===== src/rtl/dmg_timer_pkg.sv =====
// rtl/dmg_timer_pkg.sv - shared encodings and constants for the DMG timer block.
package dmg_timer_pkg;

  typedef enum logic [1:0] {
    SEL_DIV  = 2'd0,
    SEL_TIMA = 2'd1,
    SEL_TMA  = 2'd2,
    SEL_TAC  = 2'd3
  } sel_t;

  localparam int TAC_EN_BIT   = 2;
  localparam int TAC_TAP_MSB  = 1;
  localparam int TAC_TAP_LSB  = 0;

  localparam logic [7:0] TAC_READ_MASK = 8'hF8;
  localparam int         OVF_DELAY     = 4;

  // Divider bit that feeds the timer for each TAC[1:0] setting.
  function automatic logic [3:0] tap_bit(input logic [1:0] tap_sel);
    case (tap_sel)
      2'b00:   tap_bit = 4'd9;
      2'b01:   tap_bit = 4'd3;
      2'b10:   tap_bit = 4'd5;
      default: tap_bit = 4'd7;
    endcase
  endfunction

endpackage


===== src/rtl/dmg_timer_edge.sv =====
// rtl/dmg_timer_edge.sv - falling-edge detector on the timer tick, sampled per ce cycle.
module dmg_timer_edge (
  input  logic clk,
  input  logic reset,
  input  logic ce,
  input  logic tick,
  output logic fall
);

  logic hist;

  always_ff @(posedge clk) begin
    if (reset) begin
      hist <= 1'b0;
    end else if (ce) begin
      hist <= tick;
    end
  end

  assign fall = ce & hist & ~tick;

endmodule


===== src/rtl/dmg_timer.sv =====
// rtl/dmg_timer.sv - DIV/TIMA/TMA/TAC timer; TIMER_OVF_DELAY_EN enables the 4-cycle reload delay.
module dmg_timer
  import dmg_timer_pkg::*;
(
  input  logic       clk,
  input  logic       reset,
  input  logic       ce,
  input  logic [1:0] sel,
  input  logic       wr,
  input  logic [7:0] din,
  output logic [7:0] dout,
  output logic       irq
);

  logic [15:0] counter;
  logic [7:0]  tima;
  logic [7:0]  tma;
  logic [2:0]  tac;
  logic        tick;
  logic        fall;
  logic        wr_div, wr_tima, wr_tma, wr_tac;
  logic [7:0]  tma_next;

  assign wr_div  = ce & wr & (sel == SEL_DIV);
  assign wr_tima = ce & wr & (sel == SEL_TIMA);
  assign wr_tma  = ce & wr & (sel == SEL_TMA);
  assign wr_tac  = ce & wr & (sel == SEL_TAC);

  // A reload coinciding with a TMA write picks up the value being written.
  assign tma_next = wr_tma ? din : tma;

  assign tick = tac[TAC_EN_BIT] & counter[tap_bit(tac[TAC_TAP_MSB:TAC_TAP_LSB])];

  dmg_timer_edge u_edge (
    .clk   (clk),
    .reset (reset),
    .ce    (ce),
    .tick  (tick),
    .fall  (fall)
  );

  always_ff @(posedge clk) begin
    if (reset) begin
      counter <= 16'h0000;
      tma     <= 8'h00;
      tac     <= 3'b000;
    end else if (ce) begin
      counter <= wr_div ? 16'h0000 : counter + 16'h0001;
      if (wr_tma) tma <= din;
      if (wr_tac) tac <= din[2:0];
    end
  end

`ifdef TIMER_OVF_DELAY_EN
  logic [2:0] dly;

  // dly counts down the ce cycles left before the pending reload lands.
  always_ff @(posedge clk) begin
    if (reset) begin
      tima <= 8'h00;
      dly  <= 3'd0;
      irq  <= 1'b0;
    end else begin
      irq <= 1'b0;
      if (ce) begin
        if (wr_tima) begin
          tima <= din;
          dly  <= 3'd0;
        end else if (dly == 3'd1) begin
          tima <= tma_next;
          irq  <= 1'b1;
          dly  <= 3'd0;
        end else begin
          if (dly != 3'd0) dly <= dly - 3'd1;
          if (fall) begin
            if (tima == 8'hFF) begin
              tima <= 8'h00;
              dly  <= 3'(OVF_DELAY);
            end else begin
              tima <= tima + 8'h01;
            end
          end
        end
      end
    end
  end
`else
  always_ff @(posedge clk) begin
    if (reset) begin
      tima <= 8'h00;
      irq  <= 1'b0;
    end else begin
      irq <= 1'b0;
      if (ce) begin
        if (wr_tima) begin
          tima <= din;
        end else if (fall) begin
          if (tima == 8'hFF) begin
            tima <= tma_next;
            irq  <= 1'b1;
          end else begin
            tima <= tima + 8'h01;
          end
        end
      end
    end
  end
`endif

  always_comb begin
    dout = 8'h00;
    case (sel)
      SEL_DIV:  dout = counter[15:8];
      SEL_TIMA: dout = tima;
      SEL_TMA:  dout = tma;
      default:  dout = TAC_READ_MASK | {5'b00000, tac};
    endcase
  end

endmodule


===== config.mk =====
export PLATFORM = sky130hd
export DESIGN_NAME = dmg_timer
export DESIGN_NICKNAME = d
export VERILOG_FILES = /design/src/rtl/dmg_timer_pkg.sv /design/src/rtl/dmg_timer_edge.sv /design/src/rtl/dmg_timer.sv
export SDC_FILE = /design/constraint.sdc
export NUM_CORES = 1
export LEC_CHECK = 0
export CORE_ASPECT_RATIO = 0.7
export CORE_MARGIN = 8
export CORE_UTILIZATION = 30
export DETAILED_ROUTE_END_ITERATION = 8
export GPL_TIMING_DRIVEN = 1
export HOLD_SLACK_MARGIN = 0.12
export RECOVER_POWER = 25
export SYNTH_ARGS = -nofsm -noshare
export SYNTH_HDL_FRONTEND = slang
export SYNTH_SLANG_ARGS = --single-unit

===== constraint.sdc =====
create_clock -name clk -period 2.13 [get_ports clk]
set_clock_uncertainty 0.15 [all_clocks]
set_input_delay 0.426 -clock clk [delete_from_list [all_inputs] [get_ports clk]]
set_output_delay 0.426 -clock clk [all_outputs]
set_load 0.02 [all_outputs]

==> results.py <==
metrics = {
    "yosys": {
        "synthArstFlopShare": 0,
        "syn_area_per_cell_sq_um": 9.181,
        "yosys-top-cells-count": "dfxtp_1 (37), nor2_1 (28), nand2_1 (17)",
        "synth_area_sq_um": 1983,
        "synth_top_family_by_area": "simple AND/OR/NAND/NOR gates",
        "yosysMostFrequentCell": "dfxtp_1",
        "yosys.area.top_type_share": 0.3735,
        "syn_nets": 232,
        "yosysSeqAreaShare": 0.3735,
        "synth_mux_area_frac": 0.1344,
        "synth_xor_area_frac": 0.07508,
        "synth_seq_cells": 37,
        "synth_flop_cell": "dfxtp_1",
        "ys_top_cells_by_area": "dfxtp_1 (37%), mux2i_1 (7.6%), nor2_1 (5.3%)",
        "synth-simple-area-share": 0.2196,
        "synth_edf_count": 0,
        "synth-compound-area-share": 0.1502,
        "syn_inst": 216,
        "synth_fa_ha_area_frac": 0.01262,
        "synth.distinct_cells": 46,
        "synth_area_leader_cell": "dfxtp_1",
        "synth-warning-count": 0,
    },
    "floorplan": {
        "coreArea_sq_um": 6306,
        "fp.dieW_microns": 113.2,
        "die_area_sq_um": 9510,
        "die_h_microns": 84.03,
        "initial_core_util": 0.3145,
        "ios": 23,
        "placementRows": 24,
    },
    "power": {
        "power.density_nw_per_um2": 543.0,
        "ir_worst_vdd_mv": 0.1825,
        "p_leak_nw": 1.090,
        "power_mw": 1.400,
    },
    "timing": {
        "finalHoldViolations": 0,
        "maxSlewHeadroom": 0.6897,
        "setup_viol": 0,
        "drv_slew": 0,
        "worst_slack_ns": 0.05869,
        "fin_crit_sh": 0.9724,
        "setup_tns_ns": 0,
        "max_freq_ghz": 0.4828,
        "period_minus_slack_ns": 2.071,
        "worst_slew_pin_slew_ns": 0.4654,
    },
    "drt": {
        "drc": 0,
        "drt_iter0_markers": 81,
        "first_pass_iters": 4,
        "wirelength_mm": 5.294,
        "avgViaCountPerCell": 4.989,
        "wl_per_cell_microns": 15.21,
        "ant_nets": 0,
        "vias": 1736,
    },
    "critical_path": {
        "crit_path_cell_trace": "buf_4 > ha_1 > and3_2 > nand3_1 > nor2_1 > a21oi_1 > o41ai_1",
        "crit_path_end_kind": "flop",
        "worstPathArrival_ns": 2.09,
        "path_class": "reg -> reg",
        "slowest_delay_ns": 0.38,
        "critPathLaunchType": "flop",
        "slowest_stage": "o41ai_1",
        "required_ns": 2.15,
        "critical_path.max_fanout": 7,
    },
    "global_routing": {
        "grt_start_max_net_pins": 19,
        "grt_use_total": 0.1129,
        "antenna_found_initial": 0,
        "grt_overflow": 0,
        "grt_pass1_wl_mm": 8.542,
        "grt_pass1_vias": 1674,
    },
    "hold_path": {
        "hp-class": "reg -> reg",
    },
    "place": {
        "place.gp.congestion": 0.8284,
        "port_buffers": 22,
        "dp_slack_ns": -0.6859,
        "placed_cells": 333,
        "dp_hpwl_mm": 3.891,
    },
    "clock_network": {
        "numClockSinks": 37,
        "cts_buffers": 5,
        "h-tree-depth": 2,
        "insertion_delay_ns": 0.30,
        "clockBufferDepth": 2,
        "clkTransAtPathRegs_ns": 0.08,
        "hold_buffers": 0,
        "cts_tree": "done",
        "cts-root-buf": "clkbuf_8",
    },
    "outcome": {
        "status": "finished clean",
    },
    "final_layout": {
        "nets": 285,
        "fin_cells": 348,
        "n_antenna_cell": 0,
        "drive_gt1_frac": 0.2370,
        "fin_util": 0.4089,
        "area_delta_synth_final_pct": 30.03,
    },
    "flow_run": {
        "cap_violations": 0,
    },
}
cells in the final DEF, fill, tap and decap left out, types with 5 or more instances in the layout:
master           count
o22a_1               5
clkdlybuf4s50_1     11
nor2_1              28
dfxtp_1             37
xor2_1              11
buf_2                8
clkbuf_8             5
mux2i_1             14
nand4_1              6
nand2_1             17
a21oi_1             12
o21ai_0              9
buf_4               25
nand3_1             10
xnor2_1              6
and3_1               6
metrics by stage:
| step | hold slack (ns) | cell area (sq um) |
|---|---|---|
| 4_1_cts | 0.3308 | 2514 |
| 2_1_floorplan | 0.2965 | 1983 |
| 3_3_place_gp | 0.3027 | 2451 |
| 6_report | 0.3308 | 2579 |
| 5_1_grt | 0.3461 | 2579 |
| 3_5_place_dp | 0.3131 | 2451 |
flip-flops by register name, summed over array words and instances (netlist names):
| name | flops |
|---|---|
| counter | 16 |
| tima | 8 |
| tma | 8 |
| tac | 3 |
| irq | 1 |
| u_edge.hist | 1 |
report_power, final:
part / internal [mW] / switching (mW)
sequential: 0.705 / 0.0136
combinational: 0.0947 / 0.0941
clock: 0.233 / 0.260
worst max-delay path, delay by kind of cell, from the launching register on:
kind / cells / cell delay [ns]
AOI/OAI and AO/OA: 2 / 0.44
adders and majority gates: 1 / 0.19
and+or+nand+nor: 3 / 0.66
DFF: 1 / 0.35
buffers and inverters: 1 / 0.15
cell type report:
type | instances | area [sq um]
repair buffers | 55 | 455.4
inverters | 3 | 11.26
fillers | 645 | 3727
clock buffers | 8 | 80.08
flip-flops and latches | 37 | 740.7
multi-input cells | 167 | 1194
well taps | 78 | 97.59
path summary, 6_finish.rpt:
check                        endpoint                      from  cells past startpoint  slack, ns
max              tima[5]$_SDFFE_PP0P_      tima[0]$_SDFFE_PP0P_                      7       0.06
min          u_edge.hist$_SDFFE_PP0P_  u_edge.hist$_SDFFE_PP0P_                      1       0.33
max reg2reg      tima[5]$_SDFFE_PP0P_      tima[0]$_SDFFE_PP0P_                      7       0.06
min reg2reg  u_edge.hist$_SDFFE_PP0P_  u_edge.hist$_SDFFE_PP0P_                      1       0.33
kinds of logic (layout without fill, tap and decap cells):
group | Yosys count | count (layout)
adder cells (fa/ha/maj) | 2 | 2
AND/OR/NAND/NOR | 83 | 83
multiplexers | 22 | 22
AO/OA/AOI/OAI | 43 | 43
XOR/XNOR | 17 | 17
flip-flops | 37 | 37
buffers and inverters | 12 | 66
what timing repair did:
item                       4_1_cts  5_1_grt
pin swaps                        0        3
setup endpoints to repair        9        6
resized for setup               37        9
buffers inserted                 0        7
cloned                           0        0
per-layer routing:
| layer | wire length, microns | share of wire | GRT usage |
|---|---|---|---|
| met5 | 0 | 0 | 0 |
| met4 | 44 | 0.0083 | 0.04217 |
| met3 | 223 | 0.042 | 0.03107 |
| met2 | 2090 | 0.39 | 0.1455 |
| met1 | 2935 | 0.55 | 0.1677 |
Power figures use the tool's default switching activity.
==> RTL change 1 (same settings) <==
Put a register stage on the output `dout`, cleared by the reset. The value now appears one clock later. The other outputs are not delayed to match.
--- a/src/rtl/dmg_timer.sv
+++ b/src/rtl/dmg_timer.sv
@@ -13,2 +13,4 @@
 );
+
+  logic [7:0] dout_d;
 
@@ -110,9 +112,17 @@
   always_comb begin
-    dout = 8'h00;
+    dout_d = 8'h00;
     case (sel)
-      SEL_DIV:  dout = counter[15:8];
-      SEL_TIMA: dout = tima;
-      SEL_TMA:  dout = tma;
-      default:  dout = TAC_READ_MASK | {5'b00000, tac};
+      SEL_DIV:  dout_d = counter[15:8];
+      SEL_TIMA: dout_d = tima;
+      SEL_TMA:  dout_d = tma;
+      default:  dout_d = TAC_READ_MASK | {5'b00000, tac};
     endcase
+  end
+
+  always_ff @(posedge clk) begin
+    if (reset) begin
+      dout <= '0;
+    end else begin
+      dout <= dout_d;
+    end
   end
Formal check against the unedited RTL: not equivalent (Yosys sat finds a counterexample within 4 cycles, from zero or initial values and one cycle with reset high).
==> RTL change 1 against the original RTL <==
Clock power increased by 6.7%. Sequential cell count increased by 8. Wire length rose by 2.9%. Synthesized area rose by 8.1%. Largest power group unchanged. Power grew 13%. Core utilization is 1.1 points lower. Design area up 5.7%. Synthesized cell count up 11%. Via count grew 4.5%. Setup slack better by 0.066 ns.
==> RTL change 1: results (changes against the original RTL) <==
Global routing
  – Global Route met1 Usage: 0.173 (+0.00531)
  – GR Layer Usage met3: 0.0305 (-0.000535)
  – Largest net degree at the start of global routing: 17 (-2)
  – Vias in the first global route: 1843 (+10%)

Power
  – Switching Fraction: 0.256 (-0.00632)
  – Leakage: 0.00109 uW (about the same)
  – P_comb: 174 uW (-8%)
  – Sequential cell power: 877 uW (+22%)

Routing
  – Metal2 WL: 2.06 mm (-1.4%)
  – Wl on met1: 2.99 mm (+1.8%)

STA
  – Max_slew headroom: 0.586 (-0.103)

Clock network
  – # clock sinks: 45 (+22%)
  – Post-CTS Resized: 0 (-100%)

Synthesis
  – Syn nets: 255 (+9.9%)
  – Register area share after synthesis: 0.420 (+0.0466)
  – Synthesized area per cell: 8.97 um2 (-2.3%)
  – Post-Synth Adder-Cell Area: 0.0117 (-0.000950)
  – Multiplexer area fraction after synthesis: 0.0951 (-0.0393)

Hold path
  – Worst hold start: counter[6]$_SDFFE_PP0P_

Status
  – Outcome: finished, final reports clean

Critical path
  – Reg2Reg Depth: 6 (-1)
  – Arr. time, crit path: 2.07 ns (-0.02 ns)
  – Worst R2R Start: tac[1]$_SDFFE_PP0P_

Final layout
  – Nets: 300 (+5.3%)
  – Multi-input gate count: 178 (+6.6%)
  – Non-Clock Buffer Count: 51 (-7.3%)
  – Register area: 901 um2 (+22%)

Placement
  – Dpl cells: 370 (+11%)
  – Detailed placer's ending HPWL: 4.23 mm (+8.7%)
## RTL change 1: kinds of logic after synthesis
family,count (synthesis)
AO/OA/AOI/OAI,35
XOR/XNOR,14
multiplexers,16
adder cells (fa/ha/maj),2
AND/OR/NAND/NOR,111
buffers and inverters,16
flip-flops,45
## RTL change 1: worst max-delay path by stage
stage | from | to | depth (start not counted)
after floorplan | tac[1]$_SDFFE_PP0P_ | tima[2]$_SDFFE_PP0P_ | 6
after global placement | sel[0] | tima[7]$_SDFFE_PP0P_ | 7
after detailed placement | sel[0] | tima[7]$_SDFFE_PP0P_ | 7
after CTS | sel[0] | tima[7]$_SDFFE_PP0P_ | 7
after global routing | tac[1]$_SDFFE_PP0P_ | tima[4]$_SDFFE_PP0P_ | 6
final | tac[1]$_SDFFE_PP0P_ | tima[4]$_SDFFE_PP0P_ | 6
## RTL change 1: stage by stage
step                      power [uW]  area, um2
after floorplan                  979       2140
after global placement          1070       2630
after detailed placement        1070       2630
after CTS                       1590       2720
after global routing            1660       2730
final                           1580       2730
==> RTL change 2 (same settings) <==
Made on the original files. Add a define of `TIMER_OVF_DELAY_EN`.
--- a/src/rtl/dmg_timer.sv
+++ b/src/rtl/dmg_timer.sv
@@ -1,2 +1,4 @@
 // rtl/dmg_timer.sv - DIV/TIMA/TMA/TAC timer; TIMER_OVF_DELAY_EN enables the 4-cycle reload delay.
+`define TIMER_OVF_DELAY_EN
+
 module dmg_timer
Function: same outputs for any inputs over 4 cycles, from zero or initial values and one cycle with reset high; that may be too few to reach the edited logic, so the function may still have changed.
==> RTL change 2 against the original RTL <==
Sequential cell count up 3. Design area up 9.8%. Wire length up 18%. Critical path depth down 2. Synthesized area up 13%. Via count up 23%. Setup slack better by 0.086 ns. Non-clock buffer count down 3. Register-to-register slack better by 0.17 ns. Global-route usage up 1.2 points. Cell count up 18%. First-iteration DRC count up 140%. Critical endpoint is now dout[7]. Highest routed layer unchanged.
Power is not compared: it rests on default switching activity, and its combinational part moved more than twofold at a synthesized area within 25%.
==> RTL change 2: results (changes against the original RTL) <==
Routing
  – 1st-iter DRT viols: 197 (+140%)
  – Drt wl/cell: 15.2 um (-0.20%)
  – Detailed Routing Iterations Pass 1: 4 (unchanged)
  – DR vias: 2129 (+23%)

Synthesis
  – Mapped Cells: 266 (+23%)
  – Netlist cell types: 49 (+6.5%)
  – Async S/R FF share, synth: 0 (unchanged)
  – Yosys Warn Count: 0 (unchanged)
  – Register area share after synthesis: 0.356 (-0.0176)
  – Syn nets: 285 (+23%)
  – Synth area leaders: dfxtp_1 36%, nor2_1 5.0%, a21oi_1 4.9%, nand2_1 4.8%, xor2_1 3.5%
  – Most frequent cells after synthesis: 40 x dfxtp_1, 30 x nor2_1, 29 x nand2_1

Clock network
  – Post-CTS Setup Repair Bufs: 0 (unchanged)
  – Root buf cell: clkbuf_8
  – Worst-case clock buffer depth: 2 (unchanged)
  – CTS clock-pin slew for the worst setup and hold paths: 0.08 ns (about the same)
  – H-tree depth: 2 (unchanged)
  – Hold_buf cts: 0 (unchanged)
  – Inserted Clock Buffers: 5 (unchanged)
  – Skew-Pair Late Insertion Delay: 0.30 ns (about the same)

Final layout
  – Fill count: 755 (+17%)
  – Layout cells sized above 1: 0.191 (-0.0460)
  – Nets: 332 (+16%)
  – Finished Layout Cells: 412 (+18%)
  – Diodes inserted: 0 (unchanged)
  – Top Registers: counter (16), tima (8), tma (8)

Placement
  – Routability cong.: 0.850 (+2.6%)
  – Port buffer count: 22 (unchanged)
  – DP Worst Slack: -0.630 ns (+0.0562 ns)
  – Detailed placer's ending HPWL: 4.70 mm (+21%)
  – Dpl cells: 403 (+21%)

Status
  – Outcome: finished, final reports clean

Critical path
  – CP max-delay cell: mux2_2
  – Worst R2R Start: tima[0]$_SDFFE_PP0P_
  – Worst-path fanout max: 6 (-1)
  – Arr. time, crit path: 1.41 ns (-0.68 ns)
  – Top cell family by delay on the critical path: buffers and inverters
  – Worst path max stage delay: 0.34 ns (-0.04 ns)
  – Setup crit start: sel[0]

Global routing
  – Vias in the first global route: 1963 (+17%)
  – Global-route wire length before repair: 10.5 mm (+23%)
  – All-layer global routing usage: 0.125 (+0.0121)
  – Largest net degree at the start of global routing: 23 (+4)
  – Initial antenna violation count: 0 (unchanged)

Hold path
  – Worst hold start: tma[6]$_SDFFE_PP0P_
  – Hold/Removal Path Class: flip-flop to flip-flop

STA
  – Measured slew at the worst slew-check pin: 0.517 ns (+0.0512 ns)

Power
  – Peak VDD IR: 0.366 mV
  – Leakage: 0.00106 uW
## RTL change 2: final timing paths
check                         endpoint  slack [ns]  cells after the start
hold / removal     tma[6]$_SDFFE_PP0P_        0.33                      2
setup reg to reg  tima[0]$_SDFFE_PP0P_        0.23                      6
hold reg to reg    tma[6]$_SDFFE_PP0P_        0.33                      2
setup / recovery               dout[7]        0.15                      5
## RTL change 2: layer usage
layer,global-route usage,vias to the layer above,part of all wire
li1,-,1062,-
met1,0.188,1015,0.54
met2,0.167,44,0.39
met3,0.0319,8,0.059
met4,0.0339,0,0.0088
met5,0,-,0
## RTL change 2: repair_timing
action	CTS	global route
endpoints found under the setup margin	13	8
cloned	1	0
gates resized for setup	39	2
pin swaps	0	0
## RTL change 2: per-stage QoR
stage          instance area [um2]  power [uW]
6_report                      2830        1960
5_1_grt                       2830        2080
4_1_cts                       2840        1970
3_5_place_dp                  2750        1350
3_3_place_gp                  2750        1340
2_1_floorplan                 2250        1170
## RTL change 2: report_power, final
group	switching (uW)	leakage [uW]	internal, uW	total (uW)
clock	283	0.0000541	347	630
sequential	39.2	0.000324	787	826
combinational	265	0.000685	236	502
## RTL change 2: cells by family (layout without fill, tap and decap cells)
group                      Yosys count  count (layout)  share of synthesized area
and+or+nand+nor                    110             110                      0.250
AOI/OAI and AO/OA                   64              64                      0.185
DFF                                 40              40                      0.356
buffers and inverters               19              67                     0.0439
xor gates and xnor gates            14              14                     0.0545
muxes                               14              14                     0.0829
adders and majority gates            5               5                     0.0278
## RTL change 2: final cells by class
| cell class | instances | area, um2 | area share |
|---|---|---|---|
| clock buffers | 5 | 68.8 | 0.0243 |
| clock inverters | 3 | 42.5 | 0.0150 |
| inverters | 7 | 26.3 | 0.00928 |
| multi-input cells | 207 | 1350 | 0.477 |
| flip-flops and latches | 40 | 801 | 0.283 |
| well taps | 98 | 123 | 0.0433 |
| repair buffers | 52 | 419 | 0.148 |
## RTL change 2: worst register-to-register path: stages (launching register included)
cell and delay [ns]:
dfxtp_1 0.44, ha_1 0.26, nand3_1 0.21, o21ai_1 0.36, o22ai_1 0.12, a21oi_1 0.16, a211oi_1 0.08
